## config.mk

```make
export PLATFORM = sky130hd
export DESIGN_NAME = seven_segment_scanner
export DESIGN_NICKNAME = d
export VERILOG_FILES = /design/src/rtl/seven_segment_scanner.sv
export SDC_FILE = /design/constraint.sdc
export NUM_CORES = 1
export LEC_CHECK = 0
export BUFFER_PORTS_ARGS = -buffer_cell sky130_fd_sc_hd__buf_2
export CAP_MARGIN = 20
export CORE_MARGIN = 4
export CORE_UTILIZATION = 49
export DETAILED_ROUTE_END_ITERATION = 10
export PLACE_DENSITY_LB_ADDON = 0.2
export RECOVER_POWER = 50
export SLEW_MARGIN = 15
export SYNTH_ARGS = -nofsm -noshare
export SYNTH_HDL_FRONTEND = slang
export SYNTH_SLANG_ARGS = --single-unit
export TNS_END_PERCENT = 5
```

## constraint.sdc

```tcl
create_clock -name clk -period 6.8 [get_ports clk]
set_clock_uncertainty 0.2 [all_clocks]
set_input_delay 1.36 -clock clk [delete_from_list [all_inputs] [get_ports clk]]
set_output_delay 1.36 -clock clk [all_outputs]
set_load 0.02 [all_outputs]
```

## src/rtl/seven_segment_scanner.sv

```systemverilog
// Time-multiplexed common-anode 7-segment scanner with frame-aligned value commit
// and optional leading-zero blanking. Includes the nibble-to-segment decoder.

module seven_segment (
  input  logic [3:0] nibble,
  output logic [6:0] seg_c
);
  // Active-low segments ordered {a,b,c,d,e,f,g}
  always_comb begin
    seg_c = 7'h7F;
    unique case (nibble)
      4'h0: seg_c = 7'h01;
      4'h1: seg_c = 7'h4F;
      4'h2: seg_c = 7'h12;
      4'h3: seg_c = 7'h06;
      4'h4: seg_c = 7'h4C;
      4'h5: seg_c = 7'h24;
      4'h6: seg_c = 7'h20;
      4'h7: seg_c = 7'h0F;
      4'h8: seg_c = 7'h00;
      4'h9: seg_c = 7'h04;
      4'hA: seg_c = 7'h08;
      4'hB: seg_c = 7'h60;
      4'hC: seg_c = 7'h31;
      4'hD: seg_c = 7'h42;
      4'hE: seg_c = 7'h30;
      4'hF: seg_c = 7'h38;
      default: seg_c = 7'h7F;
    endcase
  end
endmodule

module seven_segment_scanner #(
  parameter int unsigned NUM_DIGITS   = 4,
  parameter int unsigned REFRESH_DIV  = 50000,
  parameter int unsigned BLANK_CYCLES = 500
) (
  input  logic                    clk,
  input  logic                    rst_n,
  input  logic [4*NUM_DIGITS-1:0] value,
  input  logic                    load,
  input  logic                    lz_en,
  input  logic [NUM_DIGITS-1:0]   dp_mask,
  output logic [NUM_DIGITS-1:0]   an,
  output logic [6:0]              seg,
  output logic                    dp,
  output logic                    frame_start
);
  localparam int unsigned VAL_W     = 4 * NUM_DIGITS;
  localparam int unsigned ON_CYCLES = REFRESH_DIV - BLANK_CYCLES;
  localparam int unsigned CNT_W     = (REFRESH_DIV > 2) ? $clog2(REFRESH_DIV) : 1;
  localparam int unsigned DIG_W     = (NUM_DIGITS > 1) ? $clog2(NUM_DIGITS) : 1;

  typedef enum logic {ST_BLANK = 1'b0, ST_ON = 1'b1} state_e;

  state_e                state_q, state_d;
  logic [CNT_W-1:0]      cnt_q, cnt_d;
  logic [DIG_W-1:0]      digit_q, digit_d;
  logic [VAL_W-1:0]      disp_q, disp_d;
  logic [VAL_W-1:0]      pending_q, pending_d;
  logic                  pending_valid_q, pending_valid_d;
  logic                  first_q;
  logic [NUM_DIGITS-1:0] an_q, an_d;
  logic [6:0]            seg_q, seg_d;
  logic                  dp_q, dp_d;
  logic                  frame_start_q, frame_start_d;
  logic                  wrap_c;
  logic [VAL_W-1:0]      upper_c;
  logic [6:0]            dec_seg_c;
  logic                  suppress_c;

  always_ff @(posedge clk or negedge rst_n) begin
    if (!rst_n) begin
      state_q         <= ST_BLANK;
      cnt_q           <= '0;
      digit_q         <= '0;
      disp_q          <= '0;
      pending_q       <= '0;
      pending_valid_q <= 1'b0;
      first_q         <= 1'b1;
      an_q            <= '1;
      seg_q           <= 7'h7F;
      dp_q            <= 1'b1;
      frame_start_q   <= 1'b0;
    end else begin
      state_q         <= state_d;
      cnt_q           <= cnt_d;
      digit_q         <= digit_d;
      disp_q          <= disp_d;
      pending_q       <= pending_d;
      pending_valid_q <= pending_valid_d;
      first_q         <= 1'b0;
      an_q            <= an_d;
      seg_q           <= seg_d;
      dp_q            <= dp_d;
      frame_start_q   <= frame_start_d;
    end
  end

  // Slot sequencing: BLANK then ON per digit, wrap after the last digit
  always_comb begin
    state_d = state_q;
    cnt_d   = cnt_q + 1'b1;
    digit_d = digit_q;
    wrap_c  = 1'b0;
    unique case (state_q)
      ST_BLANK: begin
        if (cnt_q == CNT_W'(BLANK_CYCLES - 1)) begin
          state_d = ST_ON;
          cnt_d   = '0;
        end
      end
      ST_ON: begin
        if (cnt_q == CNT_W'(ON_CYCLES - 1)) begin
          state_d = ST_BLANK;
          cnt_d   = '0;
          if (digit_q == DIG_W'(NUM_DIGITS - 1)) begin
            digit_d = '0;
            wrap_c  = 1'b1;
          end else begin
            digit_d = digit_q + 1'b1;
          end
        end
      end
      default: begin
        state_d = ST_BLANK;
        cnt_d   = '0;
      end
    endcase
  end

  // Pending capture; a load on the wrap cycle bypasses straight into the display
  always_comb begin
    pending_d       = load ? value : pending_q;
    pending_valid_d = pending_valid_q | load;
    disp_d          = disp_q;
    if (wrap_c) begin
      disp_d          = (load || pending_valid_q) ? pending_d : disp_q;
      pending_valid_d = 1'b0;
    end
  end

  assign upper_c    = disp_q >> {digit_q, 2'b00};
  assign suppress_c = lz_en && (digit_q != '0) && (upper_c == '0);

  seven_segment u_dec (
    .nibble (upper_c[3:0]),
    .seg_c  (dec_seg_c)
  );

  always_comb begin
    an_d          = '1;
    seg_d         = 7'h7F;
    dp_d          = 1'b1;
    frame_start_d = (state_q == ST_BLANK) && (digit_q == '0) && (cnt_q == '0) && !first_q;
    if (state_q == ST_ON && !suppress_c) begin
      an_d  = ~(NUM_DIGITS'(1) << digit_q);
      seg_d = dec_seg_c;
      dp_d  = ~dp_mask[digit_q];
    end
  end

  assign an          = an_q;
  assign seg         = seg_q;
  assign dp          = dp_q;
  assign frame_start = frame_start_q;

endmodule

```

== After elaboration in Yosys (flattened, before gate mapping) ==
Memories as Yosys holds them, arrays and structs flattened.
Cells that the tools add are included.
Word-level totals
  memory bits (read-only): 112
  bits of input ports: 24
  register bits: 66
  memories: 1
  word-level logic and storage cells: 56
  output and inout bits: 13
Memory list
  (no name shown): words 16, width 7, read ports 1, clocked after memory_dff 0, wr ports 0, line 11  | unique case (nibble)
Cells by class
  bitwise logic cells: 4
  mux-type cells: 17
  add/subtract/negate cells: 2
  shift-type cells: 2
  order comparisons: 1
  equal/unequal tests: 3
  reductions and logical operators: 15
Operators by type and width (count)
  16-bit two-way mux: 3
  16-bit logical NOT: 2
  16-bit case mux with 2 select lines: 1
  16-bit by 1-bit adder with 16-bit output (second input constant): 1
  16-bit equality test (second input constant): 1
  16-bit by 9-bit equality test with 1-bit output (second input constant): 1
  16-bit by 4-bit >> shifter with 16-bit output: 1
  1-bit two-way mux: 8
  7-bit two-way mux: 1
  1-bit logical AND: 6
  4-bit two-way mux: 1
  4-bit inverter: 1
  2-bit AND reduction: 2
  1-bit by 2-bit left shift with 4-bit output (first input constant): 1
  2-bit by 3-bit < comparator with 1-bit output (second input constant): 1
  2-bit by 1-bit adder with 2-bit output (second input constant): 1
  1-bit binary-select mux with 2-bit select: 1
  2-bit equality test (second input constant): 1
  1-bit logical NOT: 2
  2-bit logical NOT: 1
  2-bit two-way mux: 1
  1-bit inverter: 2
  1-bit case mux with 2 select lines: 1
  2-bit nonzero test: 1
  other kinds (2): 2

== Depth between registers and ports, before layout ==
Gate-level depths: netlist of the first run.
  word-level depth: 6
  mapped depth: 8
  mapped depth without buffers: 6

== Modules after synthesis ==
Synthesis of the first run repeated with hierarchy kept, for this count alone.
Second synthesis, totals
  cell total of the unflattened synthesis: 251
  area total of the unflattened synthesis: 3144.3 um^2
Modules (own cells, without submodules)
  seven_segment_scanner: seq. area each 1667.8 um^2, instances 1, area an instance 2870.3 um^2, cells an instance 219
  seven_segment: seq. area each 0.0 um^2, instances 1, area an instance 274.0 um^2, cells an instance 32

== Least setup slack after synthesis of the first run ==
Ideal clock, no wire load.
  path type: input port to flip-flop
  start point: input port load
  end point: register disp_q[10]
  data required time: 6475 ps
  buffers on the path: 2
  stages on the path: 5
  path slack: 3974 ps
  library setup time: 125 ps
  arrival time: 2501 ps
  cell sequence: buf_6 -> nor2_1 -> nor4b_4 -> buf_8 -> mux2_4
On the way
  cells in the longest elaborated chain, start to end: 2
  elaborated cells on any way between the ends: 3
  classes of those cells: 1 x mux; 2 x reduce/logical
Ends and longest elaborated chain
  start, declared: line 41  | input logic load,
  1-bit logical OR: line 138  | disp_d = (load || pending_valid_q) ? pending_d : disp_q;
  2-bit AND reduction (no source line)
  end signal, assigned: line 89  | disp_q <= disp_d;
  end, declared: line 59  | logic [VAL_W-1:0] disp_q, disp_d;
Parallel ways exist; a longest one is shown, timed or not.
A chain may end at the register's enable or synchronous reset.

== Worst setup path after layout of the first run ==
  start point: input port load
  end point: register disp_q[1]
Same word-level chain as after synthesis.

==> results of run 1 <==
==> synthesized netlist by cell type (all sizes together), types with 5 or more instances <==
master,number
clkbuf,6
nand4,7
dfrtp,53
nand3,5
ha,12
mux2,35
xor2,10
dfstp,13
nand2,20
mux4,5
o21ai,5
inv,7
and3,5
nor4,6
nor2,19
==> power by group <==
part / internal (uW) / switching, uW
clock network: 189 / 142
logic: 14.4 / 16.4
registers: 403 / 2.23
==> flip-flops by register name, summed over array words and instances, names as in the netlist <==
register,cells
disp_q,16
frame_start,1
cnt_q,16
pending_valid_q,1
pending_q,16
dp,1
digit_q,2
an,4
state_q,1
first_q,1
seg,7
==> kinds of logic after synthesis <==
family                   synth area share
AND/OR/NAND/NOR                    0.1297
flip-flops                         0.5302
multiplexers                       0.1762
AO/OA/AOI/OAI                     0.04973
buffers and inverters             0.02903
XOR/XNOR                          0.03620
adder cells (fa/ha/maj)           0.04773
other                            0.001192
==> worst paths after layout <==
path | cells past startpoint | slack, ns | to | startpoint
hold reg to reg | 1 | 0.28 | cnt_q[0] | cnt_q[0]
min in group asynchronous | 2 | 0.98 | disp_q[2] | rst_n
hold / removal | 1 | 0.28 | cnt_q[0] | cnt_q[0]
max in group asynchronous | 2 | 4.87 | pending_q[5] | rst_n
setup / recovery | 5 | 4.04 | disp_q[1] | load
setup reg to reg | 6 | 4.09 | seg[0] | digit_q[0]
==> through the flow <==
| step | cells | utilization | hold WS [ns] | setup slack [ns] |
|---|---|---|---|---|
| 4_1_cts | 365 | 0.5898 | 0.2850 | 4.040 |
| 3_3_place_gp | 349 | 0.5559 | 0.2634 | 3.704 |
| 5_1_grt | 365 | 0.5871 | 0.3111 | 3.920 |
| 3_5_place_dp | 349 | 0.5559 | 0.2755 | 3.660 |
| 2_1_floorplan | 246 | - | 0.2389 | 3.974 |
| 6_report | 365 | 0.5871 | 0.2795 | 4.042 |
==> metal layers <==
metal  track usage  vias to the layer above  share of wire
met2        0.2219                       44           0.42
met5             0                        -              0
met1        0.2116                      955           0.48
met3       0.05833                       13          0.067
met4       0.08929                        0          0.029
li1              -                      956              -
==> layout make-up <==
type	count	area [um^2]
fillers	507	2502
flip-flops and latches	66	1668
multi-input cells	163	1370
repair buffers	38	195.2
clock buffers	12	155.1
well taps	75	93.84
clock inverters	4	50.05
inverters	7	26.28
==> impl_metrics.json, run 1 <==
{
  "postPlaceCellArea_um2": 3369,
  "fin_area_um2": 3558,
  "wl_per_cell_um": 14.71,
  "synthesis.area_um2": 3146,
  "drive_gt1_frac": 0.3759,
  "slew_viol_final": 0,
  "core_area_um2": 6061,
  "leakage_uw": 0.001557,
  "setup_violations": 0,
  "synth_top_area_cell": "dfrtp_1",
  "drc": 0,
  "synthesis.nets": 282,
  "clockRootBuffer": "clkbuf_8",
  "gr-total-overflow": 0,
  "post-route-min-period_ns": 2.758,
  "vias": 1968,
  "fp.dieArea_um2": 7765,
  "layout.cells.most_common_list": "dfrtp_1 (53), buf_2 (36), mux2_2 (25), nand2_1 (20), nor2_1 (19)",
  "ant_nets": 0,
  "critPathArrivalTime_ns": 2.79,
  "die_y_um": 88.12,
  "yosys-top-cells-area": "dfrtp_1 (42%), dfstp_2 (11%), mux2_2 (8.9%), ha_1 (4.8%), mux2_4 (4.8%)",
  "cts_tree": "done",
  "cp_top_family": "buffers and inverters",
  "ir_worst_vdd_v": 0.0001576,
  "ys_warn_count": 0,
  "grt_pass1_vias": 1882,
  "cts_resized": 0,
  "synth_edf_count": 0,
  "synth_top_area_frac": 0.4216,
  "cpPeakStageDelay_ns": 0.37,
  "grt_start_max_net_pins": 67,
  "start_util": 0.5190,
  "gp_congestion": 0.7832,
  "drtIter0Drc": 89,
  "total_power_uw": 766.8,
  "antenna_found_initial": 0,
  "worstSkewPairLatency_ns": 0.35,
  "maxCapViolations": 0,
  "rsz0062_at_grt": "false",
  "worstPathMaxFanout": 17,
  "cts_setup_buffers": 0,
  "worstSetupPathType": "in2reg",
  "area_growth_pct": 13.13,
  "final_nets": 321,
  "status": "complete, no violations",
  "worstPathCellList": "buf_2 -> nor2_1 -> nor4b_4 -> buf_4 -> mux2_2",
  "die_w_um": 88.12,
  "hp-class": "reg2reg",
  "worst_pin_slew_ns": 0.8228,
  "worstPathRequired_ns": 6.83,
  "drt_first_pass_iters": 4,
  "num_rows": 28,
  "grt_pass1_wl_um": 9121,
  "fmax_mhz": 362.6,
  "antenna_cells": 0,
  "path_clk_slew_ns": 0.07,
  "cts_hold_buf": 0,
  "synthArstFlopShare": 1.000,
  "cts_buffer_depth": 2,
  "port_buffers": 36,
  "cp-end-kind": "flop",
  "tns_ns": 0,
  "hold_viol_final": 0,
  "mostFrequentLayoutCell": "dfrtp_1",
  "slew_headroom": 0.4515,
  "cp.buffers_inverters": 2,
  "cts_max_level": 3,
  "timing.final.crit_share": 0.4056,
  "crit_slowest_cell": "mux2_2",
  "synthCells": 246,
  "power_density_nw_per_um2": 215.5,
  "ys_ff_latch": 66,
  "synth_cell_type_count": 45,
  "hpwl_um": 3757,
  "vias_per_cell": 5.392,
  "cts_buffers": 9,
  "grt_use_total": 0.1583,
  "synth_ff_type": "dfrtp_1",
  "cts.sink_count": 66,
  "cp-start-kind": "input pin",
  "seq_area_frac_synth": 0.5302,
  "io_pins": 37,
  "wl_um": 5370,
  "avgSynthCellArea_um2": 12.79
}
Note: power is estimated with default switching activity, not from simulation.
==> run 2: changes to the inputs <==
==> constraint.sdc (replaced) <==
create_clock -name clk -period 2.45 [get_ports clk]
set_clock_uncertainty 0.2 [all_clocks]
set_input_delay 0.49 -clock clk [delete_from_list [all_inputs] [get_ports clk]]
set_output_delay 0.49 -clock clk [all_outputs]
set_load 0.02 [all_outputs]
==> impl_metrics.json, run 2 (synthesis gave the netlist of run 1 again) <==
{
  "status": "complete, no violations",
  "layout.cells.most_common_list": "dfrtp_1 (53), buf_2 (34), nand2_1 (20), nor2_1 (19)",
  "grt_use_total": 0.1709,
  "internal_power_uw": 1618,
  "timing.final.crit_share": 0.9474,
  "hp-start": "value[3]",
  "p_sw_uw": 473.0,
  "clockRootBuffer": "clkbuf_8",
  "antenna_found_initial": 0,
  "leakage_uw": 0.001581,
  "cts_buffers": 9,
  "worstSetupPathType": "reg2reg",
  "whs_ns": 0.1839,
  "crit_slowest_cell": "mux4_2",
  "area_growth_pct": 15.15,
  "power_frac_seq": 0.537,
  "cts_setup_buffers": 0,
  "wl_um": 5784,
  "ant_nets": 0,
  "gr-total-overflow": 0,
  "total_power_uw": 2091,
  "rsz0062_at_grt": "false",
  "antenna_cells": 0,
  "core_area_um2": 6061,
  "maxCapViolations": 0,
  "cp-end-kind": "flop",
  "swShare": 0.2262,
  "top_usage_layer": "met2",
  "path_clk_slew_ns": 0.07,
  "reg_top3": "cnt_q (16), disp_q (16), pending_q (16)",
  "grt_use_met2": 0.2507,
  "hold_viol_final": 0,
  "num_rows": 28,
  "tns_ns": 0,
  "post-route-min-period_ns": 2.321,
  "use_met3": 0.06115,
  "grtUsageMet1": 0.2317,
  "fmax_mhz": 430.8,
  "reg2reg_depth": 6,
  "cts_buffer_depth": 2,
  "hp-class": "in2reg",
  "die_w_um": 88.12,
  "worstSkewPairLatency_ns": 0.34,
  "final_nets": 328,
  "port_buffers": 36,
  "power_density_nw_per_um2": 577.3,
  "grt_pass1_vias": 2063,
  "vias_per_cell": 5.433,
  "hpwl_um": 4172,
  "drt_first_pass_iters": 4,
  "r2r_start": "digit_q[0]",
  "cpPeakStageDelay_ns": 0.58,
  "cts_max_level": 3,
  "start_util": 0.5190,
  "min_to": "pending_q[3]",
  "worst_pin_slew_ns": 0.9520,
  "startpoint": "digit_q[0]",
  "cp-start-kind": "flop",
  "fin_util": 0.5976,
  "worstPathRequired_ns": 2.48,
  "drive_gt1_frac": 0.3434,
  "pwr-share-comb": 0.039,
  "slew_viol_final": 0,
  "clock_power_share": 0.424,
  "slew_headroom": 0.3654,
  "setup_violations": 0,
  "critPathArrivalTime_ns": 2.35,
  "wl_per_cell_um": 15.55,
  "die_y_um": 88.12,
  "cts_tree": "done",
  "r2r-end": "seg[0]",
  "io_pins": 37,
  "ir_worst_vdd_v": 0.0003848,
  "gp_congestion": 0.8745,
  "mostFrequentLayoutCell": "dfrtp_1",
  "worstPathMaxFanout": 11,
  "fillCellCount": 514,
  "rrSetupSlack_ns": 0.13,
  "drtIter0Drc": 68,
  "grt_pass1_wl_um": 9963,
  "hold_depth": 2,
  "drc": 0,
  "cts.sink_count": 66,
  "fp.dieArea_um2": 7765,
  "vias": 2021,
  "worstPathCellList": "mux4_2 -> inv_1 -> ha_1 -> o2111ai_1 -> a22o_2 -> o311ai_0",
  "grt_start_max_net_pins": 42
}
[run 2: power by group through the flow]
stage | Sequential (uW) | Clock, uW | Combinational (uW)
6_report | 1120 | 886 | 81.5
5_1_grt | 1120 | 964 | 93.7
4_1_cts | 1120 | 914 | 94.7
3_5_place_dp | 1140 | 0 | 92.8
3_3_place_gp | 1140 | 0 | 91.4
2_1_floorplan | 1140 | 0 | 42.8
[run 2: timing repair]
item | in CTS | in global routing
hold buffers | 1 | 0
hold endpoints to repair | 5 | 0
setup endpoints to repair | 0 | 5
gates resized for setup | 0 | 1
[run 2: critical path: cells and delay by family (launching register included)]
kind,cells,cell delay (ns)
buffers and inverters,1,0.17
flip-flops,1,0.42
AO/OA/AOI/OAI,3,0.62
adder cells (fa/ha/maj),1,0.23
multiplexers,1,0.58
[run 2: final cells by class]
type,count,area (um^2),area share
Sequential cell,66,1668,0.4604
Multi-Input combinational cell,163,1388,0.3831
Timing Repair Buffer,45,252.7,0.06978
Clock buffer,9,123.9,0.03420
Tap cell,75,93.84,0.02591
Clock inverter,7,70.07,0.01934
Inverter,7,26.28,0.007254
[run 2: layer usage]
metal,part of all wire,vias to the layer above
met2,0.44,51
met5,0,-
met1,0.48,1002
li1,-,957
met4,0.019,0
met3,0.064,11
[run 2: worst max path at each step]
stage                     end  slack (ns)
finish                 seg[0]        0.13
global route           seg[0]       0.006
CTS                    seg[0]        0.08
detailed placement     seg[0]         0.1
global placement    disp_q[4]        0.19
floorplan              seg[5]        0.08
[run 2: through the flow]
stage | setup WS (ns) | cells | cell area (um^2)
3_3_place_gp | 0.1889 | 355 | 3440
5_1_grt | 0.006400 | 372 | 3622
3_5_place_dp | 0.09511 | 355 | 3440
2_1_floorplan | 0.07852 | 246 | 3146
6_report | 0.1288 | 372 | 3622
4_1_cts | 0.07999 | 372 | 3643
